## src/rtl/fetch_pkg.sv

```systemverilog
// rtl/fetch_pkg.sv - shared types and constants for the instruction-fetch sequencer
`timescale 1ns/1ps
package fetch_pkg;

  // Fetch sequencer states
  typedef enum logic [1:0] {
    IDLE  = 2'd0,
    FETCH = 2'd1,
    VALID = 2'd2
  } fetch_state_t;

  localparam int          INST_BYTES = 4;
  localparam logic [31:0] NOP        = 32'h0000_0013;

  // Branch targets are always word aligned; the low two bits are dropped
  function automatic logic [31:0] align_pc(input logic [31:0] addr);
    return {addr[31:2], 2'b00};
  endfunction

endpackage

```

## src/rtl/fetch_ctrl.sv

```systemverilog
// rtl/fetch_ctrl.sv - instruction-fetch sequencer with redirect handling; FETCH_TIMEOUT_EN adds an ack timeout
`timescale 1ns/1ps
module fetch_ctrl
  import fetch_pkg::*;
#(
  parameter logic [31:0] RESET_PC = 32'h0000_0000,
  parameter int          TIMEOUT  = 16
) (
  input  logic        clk,
  input  logic        rst,
  input  logic        halt,
  output logic        imem_req,
  output logic [31:0] imem_addr,
  input  logic        imem_ack,
  input  logic [31:0] imem_rdata,
  output logic        inst_valid,
  input  logic        inst_ready,
  output logic [31:0] inst,
  output logic [31:0] inst_pc,
  input  logic        redirect_valid,
  input  logic [31:0] redirect_pc,
  output logic        fetch_err
);

  if (TIMEOUT < 1) begin : g_timeout_check
    $error("fetch_ctrl: TIMEOUT must be at least 1");
  end

  fetch_state_t state_q, state_d;
  logic [31:0]  pc_q, pc_d;
  logic [31:0]  pend_q, pend_d;
  logic         drop_q, drop_d;
  logic [31:0]  inst_q, inst_d;
  logic [31:0]  inst_pc_q, inst_pc_d;
  logic         err_q, err_d;
  logic         timeout_hit;
  logic [31:0]  target;

  assign target = align_pc(redirect_pc);

`ifdef FETCH_TIMEOUT_EN
  localparam int              CW     = $clog2(TIMEOUT + 1);
  localparam logic [CW-1:0]   T_LAST = CW'(TIMEOUT - 1);
  logic [CW-1:0] wait_cnt;

  // Count consecutive FETCH cycles with no ack; any ack or leaving FETCH restarts it
  always_ff @(posedge clk) begin
    if (rst || state_q != FETCH || imem_ack) begin
      wait_cnt <= '0;
    end else begin
      wait_cnt <= wait_cnt + 1'b1;
    end
  end

  assign timeout_hit = (state_q == FETCH) && !imem_ack && (wait_cnt == T_LAST);
`else
  assign timeout_hit = 1'b0;
`endif

  // State and datapath registers; reset abandons any outstanding request
  always_ff @(posedge clk) begin
    if (rst) begin
      state_q   <= IDLE;
      pc_q      <= RESET_PC;
      pend_q    <= '0;
      drop_q    <= 1'b0;
      inst_q    <= '0;
      inst_pc_q <= '0;
      err_q     <= 1'b0;
    end else begin
      state_q   <= state_d;
      pc_q      <= pc_d;
      pend_q    <= pend_d;
      drop_q    <= drop_d;
      inst_q    <= inst_d;
      inst_pc_q <= inst_pc_d;
      err_q     <= err_d;
    end
  end

  // Next-state and PC selection, including redirects that land mid-fetch
  always_comb begin
    state_d   = state_q;
    pc_d      = pc_q;
    pend_d    = pend_q;
    drop_d    = drop_q;
    inst_d    = inst_q;
    inst_pc_d = inst_pc_q;
    err_d     = err_q;
    case (state_q)
      IDLE: begin
        if (redirect_valid) begin
          pc_d = target;
        end else if (!halt) begin
          state_d = FETCH;
        end
      end
      FETCH: begin
        if (imem_ack) begin
          if (drop_q) begin
            // Returned word belongs to a stale path; refetch from the newest target
            pc_d   = redirect_valid ? target : pend_q;
            drop_d = 1'b0;
          end else if (redirect_valid) begin
            pc_d = target;
          end else begin
            inst_d    = imem_rdata;
            inst_pc_d = pc_q;
            state_d   = VALID;
          end
        end else begin
          // Request stays up; remember where to go once it returns
          if (redirect_valid) begin
            pend_d = target;
            drop_d = 1'b1;
          end
          if (timeout_hit) begin
            err_d   = 1'b1;
            drop_d  = 1'b0;
            state_d = IDLE;
          end
        end
      end
      VALID: begin
        if (redirect_valid || inst_ready) begin
          pc_d    = redirect_valid ? target : pc_q + 32'(INST_BYTES);
          state_d = halt ? IDLE : FETCH;
        end
      end
      default: begin
        state_d = IDLE;
      end
    endcase
  end

  assign imem_req   = (state_q == FETCH);
  assign imem_addr  = pc_q;
  assign inst_valid = (state_q == VALID);
  assign inst       = inst_q;
  assign inst_pc    = inst_pc_q;
  assign fetch_err  = err_q;

endmodule

```

## config.mk

```make
export PLATFORM = sky130hd
export DESIGN_NAME = fetch_ctrl
export DESIGN_NICKNAME = d
export VERILOG_FILES = /design/src/rtl/fetch_pkg.sv /design/src/rtl/fetch_ctrl.sv
export SDC_FILE = /design/constraint.sdc
export NUM_CORES = 1
export LEC_CHECK = 0
export ABC_AREA = 1
export ABC_CLOCK_PERIOD_IN_PS = 2450
export BUFFER_PORTS_ARGS = -buffer_cell sky130_fd_sc_hd__buf_2
export CAP_MARGIN = 30
export CORE_MARGIN = 2
export CORE_UTILIZATION = 30
export DETAILED_ROUTE_END_ITERATION = 10
export SLEW_MARGIN = 20
export SYNTH_ARGS = -nofsm -noshare
export SYNTH_HDL_FRONTEND = slang
export SYNTH_SLANG_ARGS = --single-unit
export TNS_END_PERCENT = 5
```

## constraint.sdc

```tcl
create_clock -name clk -period 2.45 [get_ports clk]
set_clock_uncertainty 0.2 [all_clocks]
set_input_delay 0 -clock clk [delete_from_list [all_inputs] [get_ports clk]]
set_output_delay 0 -clock clk [all_outputs]
set_load 0.05 [all_outputs]
```

**After elaboration in Yosys (flattened, before gate mapping)**

Cells that the tools add are included.

- Bits of input ports: 70
- Logic and storage cells: 44
- Register bits: 131

- $add $sub $neg: 1
- Bitwise gates (word level): 3
- Multiplexer cells: 17
- Equal/unequal tests: 8
- Reductions and logical operators: 9

Operators by type and width:

| operator | number |
|---|---|
| 2-to-1 mux 32 bit | 6 |
| one-hot mux 32 bit (3 select lines) | 1 |
| adder 32 x 3 -> 32 bit, second input constant | 1 |
| 2-to-1 mux 2 bit | 6 |
| != test 2 bit, second input constant | 4 |
| one-hot mux 2 bit (3 select lines) | 1 |
| AND reduction 6 bit | 1 |
| != test 2 x 1 -> 1 bit, second input constant | 2 |
| AND reduction 2 bit | 2 |
| AND reduction 4 bit | 1 |
| 2-to-1 mux 1 bit | 3 |
| inverter 1 bit | 3 |
| AND reduction 3 bit | 1 |
| nonzero test 3 bit | 1 |
| equality test 2 x 1 -> 1 bit, second input constant | 1 |
| equality test 2 bit, second input constant | 1 |
| logical NOT 2 bit | 1 |
| nonzero test 2 bit | 1 |
| logical OR 1 bit | 1 |

**Depth between registers and ports, before layout**

- Depth after elaboration: 4
- Gate-level depth with buffers: 12
- Gate-level depth less buffers: 12

**Worst setup path before layout**

No wires, ideal clock.

- Kind: flip-flop to flip-flop
- Start: reg state_q[1]
- End: reg pc_q[13], in the netlist imem_addr[13]
- Arrival time: 1921 ps
- Buffers on the path: 2
- Library setup time: 122 ps
- Cell stages (with the launch flop): 12
- Path slack: 206 ps
- Period minus slack after synthesis: 2244 ps
- Data required time: 2128 ps
- Cell sequence: dfxtp_1 -> inv_1 -> ha_1 -> buf_4 -> inv_4 -> nor2_1 -> inv_1 -> nand2_2 -> inv_2 -> buf_2 -> o21ai_0 -> a21oi_1

- Longest elaborated chain between the ends: 3

Ends and longest elaborated chain:

| item | RTL line | source |
|---|---|---|
| from (decl) | fetch_ctrl.sv:29 | `fetch_state_t state_q, state_d;` |
| from (signal assigned) | fetch_ctrl.sv:71 | `state_q <= state_d;` |
| equality test 2 x 1 -> 1 bit * | - |  |
| net imem_req | fetch_ctrl.sv:12 | `output logic imem_req,` |
| != test 2 x 1 -> 1 bit (no line) / nonzero test 3 bit (equally long branches) | - |  |
| AND reduction 3 bit (no line) | - |  |
| to (signal assigned) | fetch_ctrl.sv:72 | `pc_q <= pc_d;` |
| to (decl) | fetch_ctrl.sv:30 | `logic [31:0] pc_q, pc_d;` |

The timed path passes the listed nets; every way through them passes the cells marked *.
A chain may end at the register's enable or synchronous reset.

**Worst setup path after layout**

- Start: reg state_q[1]
- End: reg pc_q[9], in the netlist imem_addr[9]

- Longest elaborated chain between the ends: 3

Ends and longest elaborated chain:

| item | RTL line | source |
|---|---|---|
| equality test 2 bit, or another cell as far along | fetch_ctrl.sv:90 | `case (state_q)` |
| != test 2 x 1 -> 1 bit (no line) / nonzero test 3 bit (equally long branches) | - |  |
| AND reduction 3 bit (no line) | - |  |

Parallel ways exist; a longest one is shown, timed or not.

==> impl_summary.log <==
INFO  metric async_reset_ff_share = 0%
INFO  metric clock_tree.root_cell = sky130_fd_sc_hd__clkbuf_16
INFO  metric timing_max_transition_violations_final = 0
INFO  metric layout_worst_path_cycle_share = 90.0%
INFO  metric clkTransAtPathRegs = 0.06 ns
INFO  metric synthDominantCellAreaShare = 37.9%
INFO  metric finalSetupViolCount = 0
INFO  metric cts_inserted_buffers = 17
INFO  metric area.growth.synth_to_final = 33.3%
INFO  metric finalHoldViolCount = 0
INFO  metric io_buffers = 165
INFO  metric avgViaCountPerCell = 4.94
INFO  metric totalNegativeSetupSlack = 0 ns
INFO  metric grt_setup_unrepaired = no
INFO  metric cts_max_path_bufs = 2
INFO  metric antenna-diode-count = 0
INFO  metric total_leakage_power = 4.07 nW
INFO  metric worst_skew_pair.late_latency = 0.43 ns
INFO  metric place_congestion = 0.882
INFO  metric cells_along_the_critical_path = inv_1, ha_1, inv_4, nor2_1, inv_1, nand2_2, clkinv_2, o21ai_1, o21ai_0, a21oi_1
INFO  metric finalHoldWorstSlack = 0.152 ns
INFO  metric synth_seq_area_share = 37.9%
INFO  metric class_of_the_most_critical_setup_path = reg2reg
INFO  metric synth.lib_cells_used.distinct = 47
INFO  metric synthDominantAreaCellType = sky130_fd_sc_hd__dfxtp_1
INFO  metric cts_num_sinks = 131
INFO  metric crit_slowest_cell = sky130_fd_sc_hd__dfxtp_1
INFO  metric final.min_clock_period = 2.21 ns
INFO  metric nets_in_the_synthesized_netlist = 1113
INFO  metric timing.hold.worst.class = in2reg
INFO  metric floorplan.die.height = 156 µm
INFO  metric grt.overflow.total = 0
INFO  metric row_cnt = 55
INFO  metric power-per-cell-area = 808 mW/mm²
INFO  metric drc_errors = 0
INFO  metric critical_path_arrival = 2.37 ns
INFO  metric critPathCaptureType = register
INFO  metric timing.max_cap.violations = 0
INFO  metric wl_per_cell = 15.8 µm
INFO  metric cp_common_cell = sky130_fd_sc_hd__inv_1
INFO  metric drive_gt1_share = 21.0%
INFO  metric wl = 24500 µm
INFO  metric timing.critical_path.slowest_cell_delay = 0.33 ns
INFO  metric total_of_flip_flops_plus_latches_after_synthesis = 131
INFO  metric post_synth.cell_area_avg = 6.66 µm²
INFO  metric routed-via-count = 7646
INFO  metric ioPinCount = 169
INFO  metric synth_cells = 1038
INFO  metric grt_max_degree = 70
INFO  metric yosys_warnings = 0
INFO  metric floorplan.initialDensity = 30.5%
INFO  metric mostFrequentLayoutCell = sky130_fd_sc_hd__nand2_1
INFO  metric antenna_nets_post_route = 0
INFO  metric grt_antenna_before_repair = 0
INFO  metric core_util_final = 40.7%
INFO  metric timing_worst_slew_pin_value = 0.520 ns
INFO  metric die_area = 0.0243 mm²
INFO  metric fmaxAchievable = 453 MHz
INFO  metric worst_vdd_drop = 487 µV
INFO  metric run_status = completed
INFO  metric detail_route.first_pass.iterations = 7
INFO  metric number_of_global_route_vias_before_repair = 7115
INFO  metric finalNetCount = 1326
INFO  metric dpl-instance-area = 0.00798 mm²
INFO  metric cp.required = 2.61 ns
INFO  metric ys.flop_type = sky130_fd_sc_hd__dfxtp_1
INFO  metric design_area = 0.00922 mm²
INFO  metric cts-htree-levels = 4
INFO  metric setup.worst_path.start_class = register
INFO  metric core_area = 0.0226 mm²
INFO  metric critical_path.max_fanout = 17
INFO  metric first_iter_violations = 768
INFO  metric most-common-layout-cells = sky130_fd_sc_hd__nand2_1, sky130_fd_sc_hd__nor2_1, sky130_fd_sc_hd__buf_2, sky130_fd_sc_hd__dfxtp_1, sky130_fd_sc_hd__o21ai_0
INFO  metric die_width = 156 µm
INFO  metric grtUsageTotal = 20.2%
INFO  metric slew-limit-headroom = 65.3%
INFO  metric largest_cells_by_area_after_synthesis = sky130_fd_sc_hd__dfxtp_1, sky130_fd_sc_hd__nand2_1, sky130_fd_sc_hd__nor2_1
INFO  metric count_of_flip_flops_with_a_built_in_enable_after_synthesis = 0
INFO  metric tritoncts = built
INFO  metric dp.final_hpwl = 17200 µm
INFO  metric synthesis.area = 0.00692 mm²
INFO  metric first_pass_grt_wire_length = 38500 µm
[final cells by class]
type,count,area (µm²)
clock buffer,17,425
clock inverter,15,146
fill,2360,13400
inverter,71,270
multi-input combinational,774,3670
sequential,131,2620
tap,285,357
timing repair buffer,256,1730
[Yosys cell counts, types with 13 or more instances]
cell / n
sky130_fd_sc_hd__nand2_1: 206
sky130_fd_sc_hd__nor2_1: 203
sky130_fd_sc_hd__dfxtp_1: 131
sky130_fd_sc_hd__o21ai_0: 119
sky130_fd_sc_hd__a21oi_1: 78
sky130_fd_sc_hd__inv_1: 61
sky130_fd_sc_hd__nand3_1: 42
sky130_fd_sc_hd__clkbuf_1: 27
sky130_fd_sc_hd__a31oi_1: 17
sky130_fd_sc_hd__buf_2: 17
sky130_fd_sc_hd__nor3_1: 17
sky130_fd_sc_hd__o21ai_1: 13
[repair_timing]
| item | CTS | global route |
|---|---|---|
| endpoints found under the hold margin | 102 | 0 |
| endpoints found under the setup margin | 0 | 1 |
| gates resized for setup | 0 | 1 |
| hold buffers | 67 | 0 |
| setup buffers | 0 | 0 |
[through the flow]
step	power, W	cells	setup slack, ns
after floorplan	0.00422	1038	0.206
after detailed placement	0.00488	1450	0.235
after global routing	0.00784	1549	0.0132
after global placement	0.00487	1450	0.263
after CTS	0.00748	1549	0.220
final	0.00745	1549	0.244
[state kept, by name (all words and copies together) (netlist names)]
name and flops:
drop_q 1, state_q 2, pend_q 32, inst 32, inst_pc 32, imem_addr 32
[logic make-up after synthesis]
| kind of cell | Yosys count | synth area share, % |
|---|---|---|
| buffers and inverters | 133 | 8.95 |
| other | 1 | 0.0542 |
| and+or+nand+nor | 505 | 31.3 |
| DFF | 131 | 37.9 |
| adders and majority gates | 5 | 0.904 |
| AOI/OAI and AO/OA | 263 | 20.9 |
[worst max-delay path: cells and delay by family (launching register included)]
family | cells | cell delay, ns
and+or+nand+nor | 2 | 0.38
DFF | 1 | 0.33
adders and majority gates | 1 | 0.21
buffers and inverters | 4 | 0.56
AOI/OAI and AO/OA | 3 | 0.46
[layer usage]
layer	wire (µm)	vias to the layer above	track usage (%)
li1	-	3841	-
met1	11300	3450	27.4
met2	10700	319	31.6
met3	2100	36	4.56
met4	488	0	6.82
met5	0	-	0
[final timing paths]
path              cells after the start  slack [ns]            from            to
setup / recovery                     10        0.24      state_q[1]  imem_addr[9]
hold / removal                        4        0.15  redirect_pc[4]     pend_q[4]
setup reg to reg                     10        0.24      state_q[1]  imem_addr[9]
hold reg to reg                       2        0.24       pend_q[1]     pend_q[1]
[power breakdown]
part	switching [W]	leakage [nW]	total [W]	internal (W)
sequential	0.000232	1.07	0.00259	0.00236
combinational	0.00167	2.73	0.00235	0.000678
clock	0.00108	0.275	0.00251	0.00142
total	0.00299	4.07	0.00745	0.00446
Note: power is estimated with default switching activity, not from simulation.
